[src/rtl/grammer_out_collector_if.sv]
// Bundle between the sample producer, the grammer_out_collector and its result consumer.
// Both channels are valid/ready: a transfer happens on a rising clk edge where valid and ready are both 1;
// the input channel has no ready wire, and its "ready" is !fifo_full.
interface grammer_out_collector_if #(
    parameter int DW    = 32,
    parameter int BLOCK = 4
);
    localparam int SW = DW + $clog2(BLOCK);

    logic          in_valid;
    logic [DW-1:0] in_data;
    logic          out_ready;
    logic          out_valid;
    logic [SW-1:0] out_sum;
    logic [DW-1:0] out_max;
    logic [7:0]    out_block;
    logic          fifo_full;
    logic [7:0]    drop_cnt;
    logic [1:0]    dbg_state;

    modport master (
        input  in_valid, in_data, out_ready,
        output out_valid, out_sum, out_max, out_block, fifo_full, drop_cnt, dbg_state
    );

    modport slave (
        output in_valid, in_data, out_ready,
        input  out_valid, out_sum, out_max, out_block, fifo_full, drop_cnt, dbg_state
    );
endinterface

[src/rtl/grammer_out_collector.sv]
// Buffers 'out' samples in a small FIFO and reduces every BLOCK samples to sum, max and index.
// The FSM state is exported as dbg_state (0 IDLE, 1 ACCUM, 2 EMIT).
module grammer_out_collector #(
    parameter int DW    = 32,
    parameter int DEPTH = 4,
    parameter int BLOCK = 4
) (
    input  logic                      clk,
    input  logic                      reset,
    input  logic                      en,
    grammer_out_collector_if.master   bus
);
    localparam int AW = $clog2(DEPTH);
    localparam int CW = $clog2(BLOCK);
    localparam int SW = DW + CW;

    localparam logic [1:0] IDLE  = 2'd0;
    localparam logic [1:0] ACCUM = 2'd1;
    localparam logic [1:0] EMIT  = 2'd2;

    logic [DW-1:0] mem [DEPTH];
    logic [AW:0]   wr_ptr, rd_ptr;
    logic          full, empty, push, pop;
    logic [7:0]    drop_cnt_q;

    logic [1:0]    state;
    logic [SW-1:0] sum, sum_n, out_sum_q;
    logic [DW-1:0] max, max_n, out_max_q, sample;
    logic [CW-1:0] scnt;
    logic          out_valid_q;
    logic [7:0]    out_block_q;

    assign full   = (wr_ptr[AW] != rd_ptr[AW]) && (wr_ptr[AW-1:0] == rd_ptr[AW-1:0]);
    assign empty  = (wr_ptr == rd_ptr);
    // No bypass: a full FIFO rejects the push even when a pop frees a slot this cycle.
    assign push   = bus.in_valid && !full;
    assign pop    = (state == ACCUM) && !empty;
    assign sample = mem[rd_ptr[AW-1:0]];

    assign sum_n  = sum + SW'(sample);
    assign max_n  = (sample > max) ? sample : max;

    always_ff @(posedge clk) begin
        if (push) mem[wr_ptr[AW-1:0]] <= bus.in_data;
    end

    always_ff @(posedge clk or negedge reset) begin
        if (!reset) begin
            wr_ptr     <= '0;
            rd_ptr     <= '0;
            drop_cnt_q <= 8'd0;
        end else begin
            if (push) wr_ptr <= wr_ptr + 1'b1;
            if (pop)  rd_ptr <= rd_ptr + 1'b1;
            if (bus.in_valid && full && drop_cnt_q != 8'hFF) drop_cnt_q <= drop_cnt_q + 8'd1;
        end
    end

    // The last pop of a block publishes sum_n/max_n directly so the result appears without an extra cycle.
    always_ff @(posedge clk or negedge reset) begin
        if (!reset) begin
            state       <= IDLE;
            sum         <= '0;
            max         <= '0;
            scnt        <= '0;
            out_valid_q <= 1'b0;
            out_sum_q   <= '0;
            out_max_q   <= '0;
            out_block_q <= 8'd0;
        end else begin
            case (state)
                IDLE: if (en) state <= ACCUM;
                ACCUM: begin
                    if (pop) begin
                        if (scnt == CW'(BLOCK - 1)) begin
                            out_sum_q   <= sum_n;
                            out_max_q   <= max_n;
                            out_valid_q <= 1'b1;
                            state       <= EMIT;
                        end else begin
                            sum  <= sum_n;
                            max  <= max_n;
                            scnt <= scnt + 1'b1;
                        end
                    end
                end
                EMIT: begin
                    if (bus.out_ready) begin
                        out_valid_q <= 1'b0;
                        sum         <= '0;
                        max         <= '0;
                        scnt        <= '0;
                        out_block_q <= out_block_q + 8'd1;
                        state       <= en ? ACCUM : IDLE;
                    end
                end
                default: state <= IDLE;
            endcase
        end
    end

    assign bus.out_valid = out_valid_q;
    assign bus.out_sum   = out_sum_q;
    assign bus.out_max   = out_max_q;
    assign bus.out_block = out_block_q;
    assign bus.fifo_full = full;
    assign bus.drop_cnt  = drop_cnt_q;
    assign bus.dbg_state = state;
endmodule

[src/flat_wrapper.sv]
// flat-port wrapper written by rule: the top's interface ports become plain ports
module grammer_out_collector_flat 
#(
    parameter int DW    = 32,
    parameter int DEPTH = 4,
    parameter int BLOCK = 4
)
  (clk, reset, en, bus_in_valid, bus_in_data, bus_out_ready, bus_out_valid, bus_out_sum, bus_out_max, bus_out_block, bus_fifo_full, bus_drop_cnt, bus_dbg_state);
  grammer_out_collector_if #(.DW(DW), .BLOCK(BLOCK)) bus_i ();
  input  logic clk;
  input  logic reset;
  input  logic en;
  input wire logic [$bits(bus_i.in_valid)-1:0] bus_in_valid;
  input wire logic [$bits(bus_i.in_data)-1:0] bus_in_data;
  input wire logic [$bits(bus_i.out_ready)-1:0] bus_out_ready;
  output wire logic [$bits(bus_i.out_valid)-1:0] bus_out_valid;
  output wire logic [$bits(bus_i.out_sum)-1:0] bus_out_sum;
  output wire logic [$bits(bus_i.out_max)-1:0] bus_out_max;
  output wire logic [$bits(bus_i.out_block)-1:0] bus_out_block;
  output wire logic [$bits(bus_i.fifo_full)-1:0] bus_fifo_full;
  output wire logic [$bits(bus_i.drop_cnt)-1:0] bus_drop_cnt;
  output wire logic [$bits(bus_i.dbg_state)-1:0] bus_dbg_state;
  assign bus_i.in_valid = bus_in_valid;
  assign bus_i.in_data = bus_in_data;
  assign bus_i.out_ready = bus_out_ready;
  assign bus_out_valid = bus_i.out_valid;
  assign bus_out_sum = bus_i.out_sum;
  assign bus_out_max = bus_i.out_max;
  assign bus_out_block = bus_i.out_block;
  assign bus_fifo_full = bus_i.fifo_full;
  assign bus_drop_cnt = bus_i.drop_cnt;
  assign bus_dbg_state = bus_i.dbg_state;
  grammer_out_collector #(.DW(DW), .DEPTH(DEPTH), .BLOCK(BLOCK)) u_core (.clk(clk), .reset(reset), .en(en), .bus(bus_i));
endmodule
[config.mk]
export PLATFORM = sky130hd
export DESIGN_NAME = grammer_out_collector_flat
export DESIGN_NICKNAME = d
export VERILOG_FILES = /design/src/rtl/grammer_out_collector_if.sv /design/src/rtl/grammer_out_collector.sv /design/src/flat_wrapper.sv
export SDC_FILE = /design/constraint.sdc
export NUM_CORES = 1
export LEC_CHECK = 0
export CORE_UTILIZATION = 45
export CTS_BUF_LIST = sky130_fd_sc_hd__clkbuf_8
export CTS_CLUSTER_DIAMETER = 120
export DETAILED_ROUTE_END_ITERATION = 16
export PLACE_DENSITY = 0.75
export SLEW_MARGIN = 20
export SYNTH_ARGS = -nofsm -noshare
export SYNTH_HDL_FRONTEND = slang
export SYNTH_SLANG_ARGS = --single-unit
[constraint.sdc]
create_clock -name clk -period 5 [get_ports clk]
set_input_delay 0.75 -clock clk [delete_from_list [all_inputs] [get_ports clk]]
set_output_delay 0.75 -clock clk [all_outputs]
set_load 0.05 [all_outputs]
-- Yosys cells after proc, flatten, opt, wreduce, memory -nomap -nowiden
Memories as Yosys holds them, arrays and structs flattened.
Cells that the tools add are included.
- eq/ne operators: 12
- $add $sub $neg: 6
- order comparisons: 1
- reductions and logical operators: 14
- muxes and demuxes: 25
- operators with widths (kind ; number):
    2-to-1 mux 32 bit ; 4
    2-to-1 mux 34 bit ; 3
    case mux 34 bit (2 select lines) ; 1
    case mux 32 bit (2 select lines) ; 1
    adder 34 x 32 -> 34 bit ; 1
    > comparator 32 bit ; 1
    adder 8 x 1 -> 8 bit, second input constant ; 2
    2-to-1 mux 2 bit ; 7
    AND reduction 4 bit ; 3
    inequality test 2 bit, second input constant ; 4
    inequality test 8 bit, second input constant ; 1
    adder 3 x 1 -> 3 bit, second input constant ; 2
    2-to-1 mux 1 bit ; 6
    case mux 2 bit (3 select lines) ; 1
    logical AND 1 bit ; 5
    == test 2 bit, second input constant ; 2
    case mux 2 bit (2 select lines) ; 1
    == test 3 bit ; 1
    AND reduction 3 bit ; 1
    adder 2 x 1 -> 2 bit, second input constant ; 1
    == test 2 x 1 -> 1 bit, second input constant ; 1
    == test 2 bit ; 1
    logical NOT 1 bit ; 2
    logical NOT 2 bit ; 1
    other kinds (5) ; 5
- memories: 1
- word-level logic and storage cells: 70
- bits in writable memories: 128
- bits in registers: 159
- output and inout bits: 86
- input port bits: 37
- memories (name ; depth ; bits a word ; read ports ; clocked after Yosys merged registers in ; wr ports ; line ; source):
    u_core.mem ; 4 ; 32 ; 1 ; 0 ; 1 ; grammer_out_collector.sv:21 ; logic [DW-1:0] mem [DEPTH];

-- Logic depth before layout (Yosys ltp)
Gate-level depths: netlist of run 1.
- depth in word-level cells: 6
- gate-level depth with buffers: 12
- depth with buffers taken out: 11

-- Worst setup path after synthesis of run 1
No wires, ideal clock.
- kind: register to register
- start point: reg u_core.rd_ptr[0]
- end point: reg u_core.sum[29]
- arrival time: 3.260 ns
- period minus slack after synthesis: 3.386 ns
- data required time: 4.874 ns
- slack: 1.614 ns
- setup time: 0.126 ns
- path buffers: 2
- stages on the path, launching flop included: 12
- path through: dfrtp_1 -> buf_2 -> buf_2 -> mux4_2 -> ha_1 -> nand2_1 -> or3_4 -> nor2_4 -> o2111ai_2 -> a211o_1 -> and4_1 -> a221o_1
- cells in the longest elaborated chain, start to end: 5
- elaborated cells on any way between the ends: 10
- classes of those cells: add/sub: 1; eq/ne: 2; mux: 3; reduce/logical: 3; memory: 1
- RTL lines (element ; line ; source):
    start, declared ; grammer_out_collector.sv:22 ; logic [AW:0] wr_ptr, rd_ptr;
    start signal, assigned ; grammer_out_collector.sv:54 ; if (pop) rd_ptr <= rd_ptr + 1'b1;
    memory (4 x 32 bit) or == test 3 bit (tied branches) ; n/a ;
    adder 34 x 32 -> 34 bit or logical NOT 1 bit (tied branches) ; grammer_out_collector.sv:40, grammer_out_collector.sv:37 ;
    2-to-1 mux 34 bit or logical AND 1 bit (tied branches) ; grammer_out_collector.sv:75, grammer_out_collector.sv:37 ;
    2-to-1 mux 34 bit or inequality test 2 x 1 -> 1 bit (tied branches) ; n/a ;
    case mux 34 bit (2 select lines) or AND reduction 4 bit (tied branches) ; n/a ;
    end signal, assigned ; grammer_out_collector.sv:81 ; sum <= sum_n;
    end, declared ; grammer_out_collector.sv:27 ; logic [SW-1:0] sum, sum_n, out_sum_q;
Several ways; a longest one is shown, not always the timed one. The select of a mux whose other input is x is not followed.
A chain may end at the register's enable or synchronous reset.

-- Worst setup path after layout of run 1
- start point: reg u_core.rd_ptr[0]
- end point: reg u_core.sum[28]
The elaborated chain is that of the path after synthesis.

==> impl_metrics.ini, run 1 <==
[yosys]
syn_area_per_cell_um2 = 11.40
synth_nets = 1388
yosysWarnings = 0
yosysTopAreaCellShare_pct = 27.30
synthTopCellsByCount = dfrtp_1, nand2_1, edfxtp_1
ys_ff_latch = 287
yosysMostFrequentCell = dfrtp_1
synth_top_flop_cell = dfrtp_1
yosysUniqueCellTypes = 68
syn_area_um2 = 14580
synth-edff-count = 128
postSynthCellCount = 1278
synthArstFlopShare_pct = 55.40
yosysSeqAreaShare_pct = 53.67
synth_area_leader_cell = dfrtp_1
synthTopCellsByArea = dfrtp_1, edfxtp_1, ha_1, mux4_2, nand2_1

[floorplan]
start_util_pct = 45.95
num_io_pins = 123
row_count = 65
die_w_um = 182.0
die-area_um2 = 33110
core_um2 = 31720
fp.dieH_um = 182.0

[finish]
layout-drive-gt1-share_pct = 10.59
syn2layout_area_growth_pct = 17.35
fin_nets = 1501
n_antenna_cell = 0

[routing]
antenna_left = 0
viasPerCell = 5.865
first_iter_violations = 1125
routed_wl_um = 34930
wl_per_cell_um = 19.11
drc = 0
vias = 10720
first_pass_iters = 7

[critical_path]
r2r_start = u_core.rd_ptr[0]
setup.worst_path.class = reg2reg
cp_max_fo = 28
cp-end-kind = flip-flop
crit_required_ns = 5.46
crit_arrival_ns = 4.46
ff2ff_setup_slack_ns = 1.0
timing.rr.end = u_core.sum[28]
r2r_cells = 12
start_kind = flip-flop

[timing]
slew_headroom_pct = 36.12
final.period_utilization_pct = 80.09
final_max_slew_viol_count = 0
hold_viol = 0
setup_viol = 0
setup_ws_ns = 0.9956
rsz0062_at_grt = no
tns_ns = 0
tightest_slew_ns = 0.9583
max_freq_mhz = 249.7
min_period_ns = 4.004
holdWs_ns = 0.2492
fin_skew_ns = 0.01953

[flow_run]
maxCapViolCount = 0

[clocking]
cts_buffers = 47
h-tree-depth = 2
cts_tree = yes
postCtsResizedCells = 0
clk_pin_slew_worst_paths_ns = 0.06
cts_sinks = 287
clk_path_buf_depth = 3
cts-root-buf = clkbuf_8
post_cts_buffers = 0
clk_latency_ns = 0.58
postCtsHoldBufs = 0

[global_route]
grt_pass1_wl_um = 56840
grt_remaining_overflow = 0
antenna_found_initial = 0
grt_pass1_vias = 10490
grt_max_degree = 98
track_usage_pct = 21.58

[placed_design]
dp_slack_ns = 1.054
hpwlAfterDp_um = 24030
port_buffers = 122
place.gp.congestion = 0.9256

[min_path]
hold_class = in2async

[outcome]
status = completed
-- critical path: stages, from the launching register on --
cell	delay [ns]
dfrtp_2	0.52
buf_12	0.29
mux4_2	0.60
ha_1	0.25
inv_1	0.08
fa_1	0.20
nand2b_1	0.13
a21oi_1	0.10
nor4_1	0.43
o21ai_0	0.40
a211o_1	0.40
a21o_1	0.20
a32o_1	0.27
-- cells by family after synthesis --
group,count (synthesis),share of synthesized area [%]
AOI/OAI and AO/OA,299,14.43
xor gates and xnor gates,42,2.524
adders and majority gates,73,6.318
buffers and inverters,126,3.554
DFF,287,53.67
muxes,48,6.164
and+or+nand+nor,403,13.34
-- registers in the layout, indices dropped and copies added (netlist names) --
signal,flops
u_core.max,32
u_core.bus.out_valid,1
u_core.wr_ptr,3
u_core.bus.drop_cnt,8
u_core.scnt,2
u_core.mem,128
u_core.bus.out_max,32
u_core.bus.dbg_state,2
u_core.rd_ptr,3
u_core.sum,34
u_core.bus.out_block,8
u_core.bus.out_sum,34
-- area by class of cell --
class / count / area (um^2)
clock buffers: 51 / 701.9
multi-input cells: 865 / 6257
fillers: 2690 / 14610
clock inverters: 33 / 198.9
inverters: 47 / 176.4
flip-flops and latches: 287 / 7824
repair buffers: 143 / 1443
well taps: 402 / 503.0
-- layout by cell type, fill, tap and decap left out, drive strengths merged, types with 6 or more instances in the layout --
cell,instances
or4,7
nor4,7
nor2,69
o21a,10
a211o,6
nand2b,6
clkbuf,51
nand3,57
o31ai,6
dfrtp,159
edfxtp,128
buf,22
clkdlybuf4s50,121
nor3,42
and2,41
a22o,20
ha,72
o21ai,70
o211ai,9
inv,64
mux2,14
a311o,32
nand4,16
xnor2,27
a221o,6
a21oi,52
clkinv,13
a31oi,36
xor2,15
and3,9
nand2,130
mux4,32
a21o,17
-- how the worst max path moves through the flow --
stage / start / to
after floorplan: u_core.rd_ptr[0] / u_core.sum[29]
after global placement: u_core.rd_ptr[0] / u_core.sum[22]
after detailed placement: u_core.rd_ptr[0] / u_core.max[25]
after CTS: u_core.rd_ptr[0] / u_core.sum[28]
after global routing: u_core.rd_ptr[0] / u_core.sum[28]
final: u_core.rd_ptr[0] / u_core.sum[28]
-- through the flow --
| step | utilization [%] | instances | area (um^2) |
|---|---|---|---|
| floorplan | - | 1278 | 14580 |
| global placement | 51.08 | 1744 | 16200 |
| detailed placement | 51.08 | 1744 | 16200 |
| CTS | 53.93 | 1828 | 17100 |
| global route | 53.93 | 1828 | 17100 |
| finish | 53.93 | 1828 | 17100 |
-- metal layers --
layer  up-vias  wire, um  track usage [%]
li1       5002         -                -
met1      5294     16210            31.66
met2       372     15550            32.48
met3        54      2425            4.051
met4         0       745            6.521
met5         -         0                0
Power of run 1 is left out: the tool's default activity adds up to more than one toggle a clock period on the data nets, which glitch-free logic cannot reach.
==> inputs of run 2 (changes only) <==
PLACE_DENSITY = 0.77   (was 0.75)
clock period = 3.2 ns   (was 5 ns; I/O delays follow)
==> impl_metrics.ini, run 2 (same netlist as run 1, synthesis figures left out) <==
[outcome]
status = finished, violations left
failed_checks = setup timing

[critical_path]
crit_chain = buf_12 > buf_4 > mux4_2 > buf_6 > ha_1 > nand4_1 > nor4_2 > buf_4 > and3_4 > clkbuf_16 > nor3_1 > a311o_1
cpMostUsedCell = buf_4
timing.rr.end = u_core.max[14]
ff2ff_setup_slack_ns = -0.30
cpPeakStageDelay_ns = 0.59
crit_path_start = u_core.rd_ptr[0]
cp_max_fo = 20
r2r_start = u_core.rd_ptr[0]
crit_arrival_ns = 3.96
crit_required_ns = 3.66
endpoint = u_core.max[14]
critPathSlowestCell = mux4_2
start_kind = flip-flop
cp-end-kind = flip-flop
setup.worst_path.class = reg2reg
r2r_cells = 12

[placed_design]
place.gp.congestion = 0.9847
placed_area_um2 = 17670
hpwlAfterDp_um = 26960
port_buffers = 122

[clocking]
cts_sinks = 287
cts-root-buf = clkbuf_8
clk_path_buf_depth = 3
h-tree-depth = 2
clk_latency_ns = 0.58
cts_tree = yes
cts_buffers = 48
clk_pin_slew_worst_paths_ns = 0.06

[finish]
layout-drive-gt1-share_pct = 27.31
syn2layout_area_growth_pct = 34.70
largest_reg_flops = 128
most-common-layout-cells = buf_4, dfrtp_1, edfxtp_1, nand2_1, clkdlybuf4s50_1
final_util_pct = 61.90
fin_nets = 1710
fillCellCount = 2414
finish.instance_area_um2 = 19630
multi_input_area_um2 = 6839
seqCellArea_um2 = 7825
final_common_cell = buf_4
n_antenna_cell = 0

[global_route]
grt_pass1_vias = 11610
use_met1_pct = 33.04
grt_pass1_wl_um = 62050
antenna_found_initial = 0
grt_use_met2_pct = 38.00
grt_max_degree = 95
track_usage_pct = 23.71
grt_remaining_overflow = 0
busiest_layer = met2
use_met3_pct = 3.670

[flow_run]
maxCapViolCount = 0

[routing]
wl_per_cell_um = 19.74
first_pass_iters = 5
vias = 11830
drc = 0
antenna_left = 0
routed_wl_um = 40250
viasPerCell = 5.800
first_iter_violations = 1155

[floorplan]
row_count = 65
core_um2 = 31720
num_io_pins = 123
start_util_pct = 45.95
die_w_um = 182.0
die-area_um2 = 33110
fp.dieH_um = 182.0

[timing]
fin_skew_ns = 0.03477
setup_ws_ns = -0.2957
holdWs_ns = 0.4667
final_max_slew_viol_count = 0
min_period_ns = 3.496
final.period_utilization_pct = 109.2
rsz0062_at_grt = yes
hold_viol = 0
setup_viol = 90
tightest_slew_ns = 0.6513
slew_headroom_pct = 56.58
max_freq_mhz = 286.1

[min_path]
hold_class = in2async
==> run 2: cell type report <==
type,instances,share of cell area [%]
clock buffer,51,3.575
multi-input combinational,865,34.84
inverter,47,0.8986
sequential,287,39.86
timing repair buffer,351,16.72
tap,402,2.562
clock inverter,36,1.549
==> run 2: stage by stage <==
| step | setup TNS, ns | std cells | worst slack, ns |
|---|---|---|---|
| 6_report | -17.41 | 2039 | -0.2957 |
| 5_1_grt | -26.73 | 2039 | -0.3856 |
| 4_1_cts | -8.727 | 2024 | -0.1669 |
| 3_5_place_dp | -14.30 | 1921 | -0.2468 |
| 3_3_place_gp | -7.860 | 1921 | -0.1938 |
| 2_1_floorplan | 0 | 1278 | 0.001763 |
==> run 2: layer usage <==
layer,routed length (um),up-vias
li1,-,5434
met5,0,-
met2,19190,522
met1,17140,5787
met4,1086,0
met3,2832,83
==> run 2: worst min-delay path by stage <==
stage                                          to  slack, ns  cells past startpoint
after floorplan           u_core.bus.dbg_state[0]       0.18                      0
after global placement     u_core.bus.out_sum[12]       0.46                      2
after detailed placement   u_core.bus.out_sum[11]       0.47                      2
after CTS                          u_core.max[14]       0.47                      2
after global routing      u_core.bus.out_block[7]       0.49                      1
final                      u_core.bus.drop_cnt[7]       0.47                      2
==> run 2: repair_timing <==
item                                    4_1_cts  5_1_grt
pin swaps                                    10       20
hold endpoints to repair                     60        0
hold buffers                                  1        0
setup buffers                                13       13
gates resized for setup                      65       83
endpoints found under the setup margin       99      106
cloned                                        2        2
==> run 2: critical path: cells and delay by family, from the launching register on <==
family	cells	cell delay (ns)
compound gates	1	0.31
fa+ha+maj	1	0.26
buf+inv	5	0.88
flops	1	0.42
mux	1	0.59
simple gates	4	0.91
Power of run 2 is left out for the same reason.
